$ cat src/rtl/count_ctrl_pkg.sv
// count_ctrl_pkg: shared types and default sizes for the count_ctrl block.
// Holds the controller state encoding and the default counter/repeat widths.
package count_ctrl_pkg;

  localparam int COUNT_WIDTH_DEF = 4;
  localparam int REPS_W_DEF      = 3;

  typedef enum logic [1:0] {
    ST_IDLE = 2'd0,
    ST_LOAD = 2'd1,
    ST_RUN  = 2'd2,
    ST_DONE = 2'd3
  } state_e;

endpackage

$ cat src/rtl/count_ctrl_counter4.sv
// counter4: loadable up/down counter datapath used by count_ctrl.
// Ports:
//   clk      - system clock, all updates on posedge
//   reset    - synchronous active-high reset, clears count
//   load     - load load_val (has priority over en)
//   load_val - value loaded when load=1
//   en       - step the counter by one in the direction given by up
//   up       - 1: increment, 0: decrement
//   count    - current counter value (registered)
module counter4 #(
  parameter int WIDTH = 4
) (
  input  logic             clk,
  input  logic             reset,
  input  logic             load,
  input  logic [WIDTH-1:0] load_val,
  input  logic             en,
  input  logic             up,
  output logic [WIDTH-1:0] count
);

  logic [WIDTH-1:0] count_q;
  logic [WIDTH-1:0] count_d;

  // next counter value: load wins over step, otherwise hold
  always_comb begin
    count_d = count_q;
    if (load) begin
      count_d = load_val;
    end else if (en) begin
      if (up) begin
        count_d = count_q + WIDTH'(1);
      end else begin
        count_d = count_q - WIDTH'(1);
      end
    end else begin
      count_d = count_q;
    end
  end

  // counter register with synchronous reset
  always_ff @(posedge clk) begin
    if (reset) begin
      count_q <= '0;
    end else begin
      count_q <= count_d;
    end
  end

  assign count = count_q;

endmodule

$ cat src/rtl/count_ctrl.sv
// count_ctrl: sequences a counting job of (reps+1) passes over 0..limit,
// counting up or down, with abort and one-cycle wrap/done pulses.
// Ports:
//   clk, reset         - system clock, synchronous active-high reset
//   start              - request a job (accepted only in IDLE with abort=0)
//   limit, reps, up    - job parameters, latched when a start is accepted
//   abort              - terminate the job while in LOAD or RUN
//   count              - current counter value
//   busy               - high in LOAD and RUN
//   wrap               - high on the last cycle of each pass
//   pass_cnt           - 0-based index of the current pass
//   done               - one-cycle pulse on normal completion
module count_ctrl
  import count_ctrl_pkg::*;
#(
  parameter int WIDTH  = COUNT_WIDTH_DEF,
  parameter int REPS_W = REPS_W_DEF
) (
  input  logic              clk,
  input  logic              reset,
  input  logic              start,
  input  logic [WIDTH-1:0]  limit,
  input  logic [REPS_W-1:0] reps,
  input  logic              up,
  input  logic              abort,
  output logic [WIDTH-1:0]  count,
  output logic              busy,
  output logic              wrap,
  output logic [REPS_W-1:0] pass_cnt,
  output logic              done
);

  state_e            state_q, state_d;
  logic [WIDTH-1:0]  limit_q, limit_d;
  logic [REPS_W-1:0] reps_q, reps_d;
  logic              up_q, up_d;
  logic [REPS_W-1:0] pass_q, pass_d;

  logic              cnt_load_s;
  logic              cnt_en_s;
  logic [WIDTH-1:0]  start_val_s;
  logic [WIDTH-1:0]  end_val_s;
  logic              at_end_s;
  logic [WIDTH-1:0]  count_s;

  // Every pass starts at one end of 0..limit and finishes at the other.
  assign start_val_s = up_q ? {WIDTH{1'b0}} : limit_q;
  assign end_val_s   = up_q ? limit_q : {WIDTH{1'b0}};
  assign at_end_s    = (count_s == end_val_s);

  counter4 #(
    .WIDTH(WIDTH)
  ) u_counter (
    .clk      (clk),
    .reset    (reset),
    .load     (cnt_load_s),
    .load_val (start_val_s),
    .en       (cnt_en_s),
    .up       (up_q),
    .count    (count_s)
  );

  // next-state, parameter latching and counter control
  always_comb begin
    state_d    = state_q;
    limit_d    = limit_q;
    reps_d     = reps_q;
    up_d       = up_q;
    pass_d     = pass_q;
    cnt_load_s = 1'b0;
    cnt_en_s   = 1'b0;
    case (state_q)
      ST_IDLE: begin
        if (start && !abort) begin
          limit_d = limit;
          reps_d  = reps;
          up_d    = up;
          pass_d  = '0;
          state_d = ST_LOAD;
        end else begin
          state_d = ST_IDLE;
        end
      end
      ST_LOAD: begin
        // an abort here leaves the counter untouched
        if (abort) begin
          state_d = ST_IDLE;
        end else begin
          cnt_load_s = 1'b1;
          state_d    = ST_RUN;
        end
      end
      ST_RUN: begin
        if (abort) begin
          state_d = ST_IDLE;
        end else if (at_end_s) begin
          if (pass_q == reps_q) begin
            state_d = ST_DONE;
          end else begin
            // next pass reloads the start value, so each pass is limit+1 cycles
            pass_d     = pass_q + REPS_W'(1);
            cnt_load_s = 1'b1;
            state_d    = ST_RUN;
          end
        end else begin
          cnt_en_s = 1'b1;
          state_d  = ST_RUN;
        end
      end
      ST_DONE: begin
        state_d = ST_IDLE;
      end
      default: begin
        state_d = ST_IDLE;
      end
    endcase
  end

  // state and job-parameter registers with synchronous reset
  always_ff @(posedge clk) begin
    if (reset) begin
      state_q <= ST_IDLE;
      limit_q <= '0;
      reps_q  <= '0;
      up_q    <= 1'b0;
      pass_q  <= '0;
    end else begin
      state_q <= state_d;
      limit_q <= limit_d;
      reps_q  <= reps_d;
      up_q    <= up_d;
      pass_q  <= pass_d;
    end
  end

  assign count    = count_s;
  assign busy     = (state_q == ST_LOAD) || (state_q == ST_RUN);
  assign wrap     = (state_q == ST_RUN) && at_end_s;
  assign pass_cnt = pass_q;
  assign done     = (state_q == ST_DONE);

endmodule

$ cat config.mk
export PLATFORM = sky130hd
export DESIGN_NAME = count_ctrl
export DESIGN_NICKNAME = d
export VERILOG_FILES = /design/src/rtl/count_ctrl_pkg.sv /design/src/rtl/count_ctrl_counter4.sv /design/src/rtl/count_ctrl.sv
export SDC_FILE = /design/constraint.sdc
export NUM_CORES = 1
export LEC_CHECK = 0
export CORE_MARGIN = 1
export CORE_UTILIZATION = 50
export CTS_BUF_LIST = sky130_fd_sc_hd__clkbuf_4 sky130_fd_sc_hd__clkbuf_8 sky130_fd_sc_hd__clkbuf_16
export DETAILED_ROUTE_END_ITERATION = 8
export GPL_TIMING_DRIVEN = 0
export PLACE_DENSITY = 0.78
export SYNTH_ARGS = -nofsm -noshare
export SYNTH_HDL_FRONTEND = slang
export SYNTH_SLANG_ARGS = --single-unit
export TNS_END_PERCENT = 5
$ cat constraint.sdc
create_clock -name clk -period 2.2 [get_ports clk]
set_input_delay 0.33 -clock clk [delete_from_list [all_inputs] [get_ports clk]]
set_output_delay 0.33 -clock clk [all_outputs]
set_load 0.05 [all_outputs]
==> qor.yml, run 1 <==
power_and_ir_drop:
  leakagePower_uw: 0.000540
  peakVddDrop_v: 0.000424
  finalPower_uw: 586
  powerDensity_nw_per_um2: 431
worst_setup_path:
  crit_fanout: 6
  rrSetupSlack_ns: 0.31
  crit_arrival_ns: 1.74
  cp-start-kind: "register"
  critPathKind: "register to output pin"
  crit_required_ns: 1.87
  cp-end-kind: "output pin"
yosys:
  synthAdderAreaFrac: 0.100
  ys_top_cells_by_area: "dfxtp_1 (32%), ha_1 (8.1%), nand2_1 (7.3%)"
  yosysWarnings: 0
  synth_nets: 142
  synth_top_family_by_area: "simple AND/OR/NAND/NOR gates"
  synth_compound_area_frac: 0.168
  ys_seq_elements: 17
  synthSimpleGateAreaFrac: 0.255
  syn_area_sq_um: 1070
  synth_top_area_frac: 0.317
  synth_cell_types: 38
  synth_top_area_cell: "dfxtp_1"
  avgSynthCellArea_sq_um: 8.81
  synth_xor_area_frac: 0.0815
  seq_area_frac_synth: 0.317
  synthMuxAreaShare: 0.0512
  syn_inst: 122
grt:
  grt_pass1_vias: 878
  antenna_found_initial: 0
  grt_usage: 0.219
  grt.overflow.total: 0
  grt_pass1_wl_um: 3970
  grt_max_degree: 11
final_layout:
  final_cell_mix: "nand2_1 (21), clkdlybuf4s50_1 (19), dfxtp_1 (14)"
  syn_to_final_growth_pct: 26.5
  fill_cells: 161
  antennaDiodeCount: 0
  drive_gt1_frac: 0.122
  nets: 169
  layout_commonest_cell: "nand2_1"
  multi_input_area_sq_um: 711
  final_cells: 175
  regArea_sq_um: 344
timing:
  skew_ns: 0.0130
  max_slew_margin: 0.666
  setup-violations-final: 0
  tightest_slew_ns: 0.500
  slew_violations: 0
  rsz0062_at_grt: "false"
  fmax_ghz: 0.483
  fin_crit_sh: 0.941
  hold_viol: 0
  period_needed_ns: 2.07
run:
  max_cap_viol_count: 0
floorplan:
  die_h_um: 48.4
  start_util: 0.542
  core_sq_um: 1980
  num_rows: 16
  dieArea_sq_um: 2340
  ios: 22
  die_w_um: 48.4
clocking:
  clock_sinks: 17
  cts-hold-fix-buffers: 0
  root_buffer: "clkbuf_4"
  cts_tree: "done"
  ctsLongestPathBuffers: 2
  cts_max_level: 1
  cts_buffers: 3
  clk_latency_ns: 0.30
  clkTransAtPathRegs_ns: 0.11
drt:
  dr_total_vias: 940
  drc_errors: 0
  wl_um: 2230
  vias_per_cell: 5.37
  drtPass1Iterations: 4
  ant_nets: 0
  routedWlPerCell_um: 12.7
  initialDrtViolationCount: 16
placement:
  portBuffers: 21
  placed_cells: 170
  hpwl_um: 1690
  gp_congestion: 0.802
hold_path:
  min_path_type: "register to register"
outcome:
  status: "finished clean"
state kept, by name (all words and copies together) (netlist names):
| signal | cells |
|---|---|
| limit_q | 4 |
| u_counter.count | 4 |
| up_q | 1 |
| reps_q | 3 |
| pass_cnt | 3 |
| state_q | 2 |
through the flow:
| stage | util | worst slack (ns) | TNS (ns) | hold WS, ns | cell area [sq um] |
|---|---|---|---|---|---|
| floorplan | - | 0.0533 | 0 | 0.395 | 1080 |
| global placement | 0.667 | -0.210 | -0.210 | 0.456 | 1320 |
| detailed placement | 0.667 | -0.225 | -0.225 | 0.465 | 1320 |
| CTS | 0.681 | 0.0553 | 0 | 0.481 | 1350 |
| global route | 0.686 | 0.0425 | 0 | 0.496 | 1360 |
| finish | 0.686 | 0.129 | 0 | 0.481 | 1360 |
power by group:
| part | total [uW] | switching (uW) | internal, uW |
|---|---|---|---|
| Combinational | 87.9 | 43.5 | 44.3 |
| Clock | 174 | 106 | 67.7 |
| Sequential | 325 | 8.99 | 316 |
| Total | 586 | 158 | 428 |
cell type report:
cell class	instances	area share
inverter	3	0.00828
clock inverter	1	0.00368
clock buffer	3	0.0166
timing repair buffer	22	0.157
tap	27	0.0248
multi-input combinational	99	0.523
sequential	17	0.253
buffer	3	0.0138
Yosys cell counts, drive strengths merged:
cell and number:
o22a 1, ha 7, o21ai 3, a21boi 1, inv 3, a211oi 1
nand2 21, a31oi 1, nand4b 1, mux2 1, nand4bb 1, o2bb2ai 3
dfxtp 17, nand3b 1, nor3 2, and2 2, mux2i 4, nand2b 3
nand3 3, o21bai 1, o211ai 1, xnor2 7, clkbuf 2, buf 1
nor2b 4, nor2 8, a21oi 11, fa 1, xor2 3, nor4bb 1
nand4 2, or2 1, a21o 1, and2b 1, a32oi 1
logic make-up (layout without fill, tap and decap cells):
group | count (synthesis) | in the layout
AOI/OAI and AO/OA | 25 | 25
xor gates and xnor gates | 10 | 10
adders and majority gates | 8 | 8
buffers and inverters | 6 | 32
DFF | 17 | 17
muxes | 5 | 5
and+or+nand+nor | 51 | 51
path summary, 6_finish.rpt:
path | startpoint | to | cells after the start
worst min-delay path | reps_q[0] | reps_q[0] | 2
worst max register to register | state_q[0] | u_counter.count[2] | 8
worst max-delay path | u_counter.count[2] | wrap | 5
worst min register to register | reps_q[0] | reps_q[0] | 2
routing by layer:
| metal | wire (um) | vias up | share of wire | global-route usage |
|---|---|---|---|---|
| met2 | 1100 | 18 | 0.49 | 0.366 |
| li1 | - | 474 | - | - |
| met5 | 0 | - | 0 | 0 |
| met1 | 1060 | 446 | 0.47 | 0.292 |
| met4 | 15 | 0 | 0.0067 | 0.0588 |
| met3 | 61 | 2 | 0.027 | 0.0377 |
critical path, stage by stage, from the launching register on:
cell and delay (ns):
dfxtp_2 0.40, nor4bb_2 0.30, nand2_1 0.13, a32oi_4 0.26, and2_1 0.15, clkbuf_4 0.22
repair_timing:
item	in CTS	in global routing
setup endpoints to repair	2	1
setup buffers	1	0
pin swaps	1	1
gates resized for setup	6	3
Power figures use the tool's default switching activity.
==> run 2: changes to the inputs <==
--- a/config.mk
+++ b/config.mk
@@ -10,7 +10,9 @@
 export CTS_BUF_LIST = sky130_fd_sc_hd__clkbuf_4 sky130_fd_sc_hd__clkbuf_8 sky130_fd_sc_hd__clkbuf_16
 export DETAILED_ROUTE_END_ITERATION = 8
 export GPL_TIMING_DRIVEN = 0
+export MAX_ROUTING_LAYER = met4
 export PLACE_DENSITY = 0.78
+export REMOVE_ABC_BUFFERS = 1
 export SYNTH_ARGS = -nofsm -noshare
 export SYNTH_HDL_FRONTEND = slang
 export SYNTH_SLANG_ARGS = --single-unit
==> run 2 against run 1 <==
  * First-iteration DRC count increased by 69%
  * Cell area decreased by 1.2%
  * Register-to-register slack got worse by 0.07 ns
  * Clock skew decreased by 0.0013 ns
  * Critical path type unchanged
  * Setup slack got worse by 0.047 ns
==> qor.yml, run 2 (synthesis results as in run 1) <==
final_layout:
  final_cell_mix: "nand2_1 (21), clkdlybuf4s50_1 (19), dfxtp_1 (13)"
  layout_commonest_cell: "nand2_1"
  nets: 167
  stdcell_area_sq_um: 1340
  syn_to_final_growth_pct: 25.0
  fill_cells: 172
  drive_gt1_frac: 0.123
  utilization: 0.678
  antennaDiodeCount: 0
timing:
  timing.setup.tns_ns: 0
  slew_violations: 0
  rsz0062_at_grt: "false"
  fin_crit_sh: 0.962
  hold_viol: 0
  fmax_ghz: 0.472
  setup-violations-final: 0
  skew_ns: 0.0116
  tightest_slew_ns: 0.642
  max_slew_margin: 0.571
  period_needed_ns: 2.12
clocking:
  root_buffer: "clkbuf_4"
  clk_latency_ns: 0.30
  cts_buffers: 3
  ctsLongestPathBuffers: 2
  clkTransAtPathRegs_ns: 0.10
  cts_tree: "done"
  cts_max_level: 1
  clock_sinks: 17
power_and_ir_drop:
  peakVddDrop_v: 0.000339
  power.share.clock: 0.294
  leakagePower_uw: 0.000536
  switching_share: 0.266
  powerDensity_nw_per_um2: 433
  finalPower_uw: 581
  intPower_uw: 427
  power_frac_comb: 0.145
  p_seq_frac: 0.561
  power.switching_uw: 155
grt:
  use_met2: 0.369
  grt_usage: 0.211
  grt_max_degree: 17
  grt.overflow.total: 0
  grt.busiest_layer: "met2"
  grt_util_met3: 0.0189
  grt_pass1_wl_um: 3860
  grtUsageMet1: 0.253
  grt_pass1_vias: 902
  antenna_found_initial: 0
placement:
  place_area_sq_um: 1300
  gp_congestion: 0.794
  portBuffers: 21
  hpwl_um: 1630
drt:
  drc_errors: 0
  drtPass1Iterations: 4
  ant_nets: 0
  initialDrtViolationCount: 27
  vias_per_cell: 5.28
  routedWlPerCell_um: 12.4
  wl_um: 2150
  dr_total_vias: 914
worst_setup_path:
  critPathSlowestCell: "dfxtp_2"
  slowest_delay_ns: 0.41
  cp_cell_sequence: "nor4bb_1 > nand2_1 > a32oi_4 > and2_1 > clkbuf_4"
  critPathKind: "register to output pin"
  crit_fanout: 6
  cp-start-kind: "register"
  crit_arrival_ns: 1.79
  r2r_start: "state_q[0]"
  setup.worst_path.start: "u_counter.count[2]"
  timing.critical_path.buf_inv: 1
  crit_family: "simple AND/OR/NAND/NOR gates"
  crit_required_ns: 1.87
  cp-end-kind: "output pin"
run:
  max_cap_viol_count: 0
hold_path:
  min_path_type: "register to register"
  worstHoldStart: "reps_q[2]"
floorplan:
  ios: 22
  dieArea_sq_um: 2340
  start_util: 0.542
  die_h_um: 48.4
  die_w_um: 48.4
  core_sq_um: 1980
  num_rows: 16
outcome:
  status: "finished clean"
-- run 2: cell types whose count changed in the layout (fill, tap and decap cells not counted), sizes merged --
cell	previous run	this run
clkbuf	6	4
-- run 2: worst paths after layout --
check | endpoint | slack (ns) | depth (start not counted)
min | reps_q[2] | 0.49 | 2
max | wrap | 0.08 | 5
max reg2reg | u_counter.count[2] | 0.24 | 8
min reg2reg | reps_q[2] | 0.49 | 2
-- run 2: repair_timing --
| action | in CTS | in global routing |
|---|---|---|
| hold buffers | 0 | 0 |
| pin swaps | 0 | 2 |
| endpoints found under the setup margin | 2 | 1 |
| resized for setup | 9 | 2 |
| setup buffers | 0 | 2 |
-- run 2: layout make-up --
type	instances	area (sq um)	area share
repair buffers	23	221	0.165
multi-input cells	99	704	0.524
inverters	3	11.3	0.00838
clock inverters	1	5.00	0.00372
well taps	27	33.8	0.0251
clock buffers	3	22.5	0.0168
flip-flops and latches	17	345	0.257
-- run 2: metal layers --
layer | wire, um | vias up
li1 | - | 470
met1 | 1000 | 425
met2 | 1060 | 15
met5 | 0 | -
met4 | 28 | 0
met3 | 54 | 4
-- run 2: per-stage QoR --
stage                     hold WS (ns)  setup WS [ns]  cells
after global placement           0.458         -0.310    167
final                            0.489         0.0826    173
after CTS                        0.483        -0.0149    171
after global routing             0.503       0.000318    173
after floorplan                  0.396        -0.0419    119
after detailed placement         0.467         -0.328    167
-- run 2: power groups by stage --
stage               clock (uW)  combinational, uW  sequential, uW
finish                     171               84.5             326
global route               183               93.1             328
CTS                        171               82.1             326
detailed placement           0               82.3             333
global placement             0               79.8             332
floorplan                    0               45.5             332
-- run 2: worst min-delay path, cell delays in order (launching register included) --
cell	delay, ns
dfxtp_1	0.34
nand2_1	0.06
a21oi_1	0.05
==> run 3: changes to the inputs <==
--- a/config.mk
+++ b/config.mk
@@ -7,7 +7,6 @@
 export LEC_CHECK = 0
 export CORE_MARGIN = 1
 export CORE_UTILIZATION = 50
-export CTS_BUF_LIST = sky130_fd_sc_hd__clkbuf_4 sky130_fd_sc_hd__clkbuf_8 sky130_fd_sc_hd__clkbuf_16
 export DETAILED_ROUTE_END_ITERATION = 8
 export GPL_TIMING_DRIVEN = 0
 export MAX_ROUTING_LAYER = met4
==> results of run 3 <==
The final DEF is identical to that of run 2; final timing and power are the same.
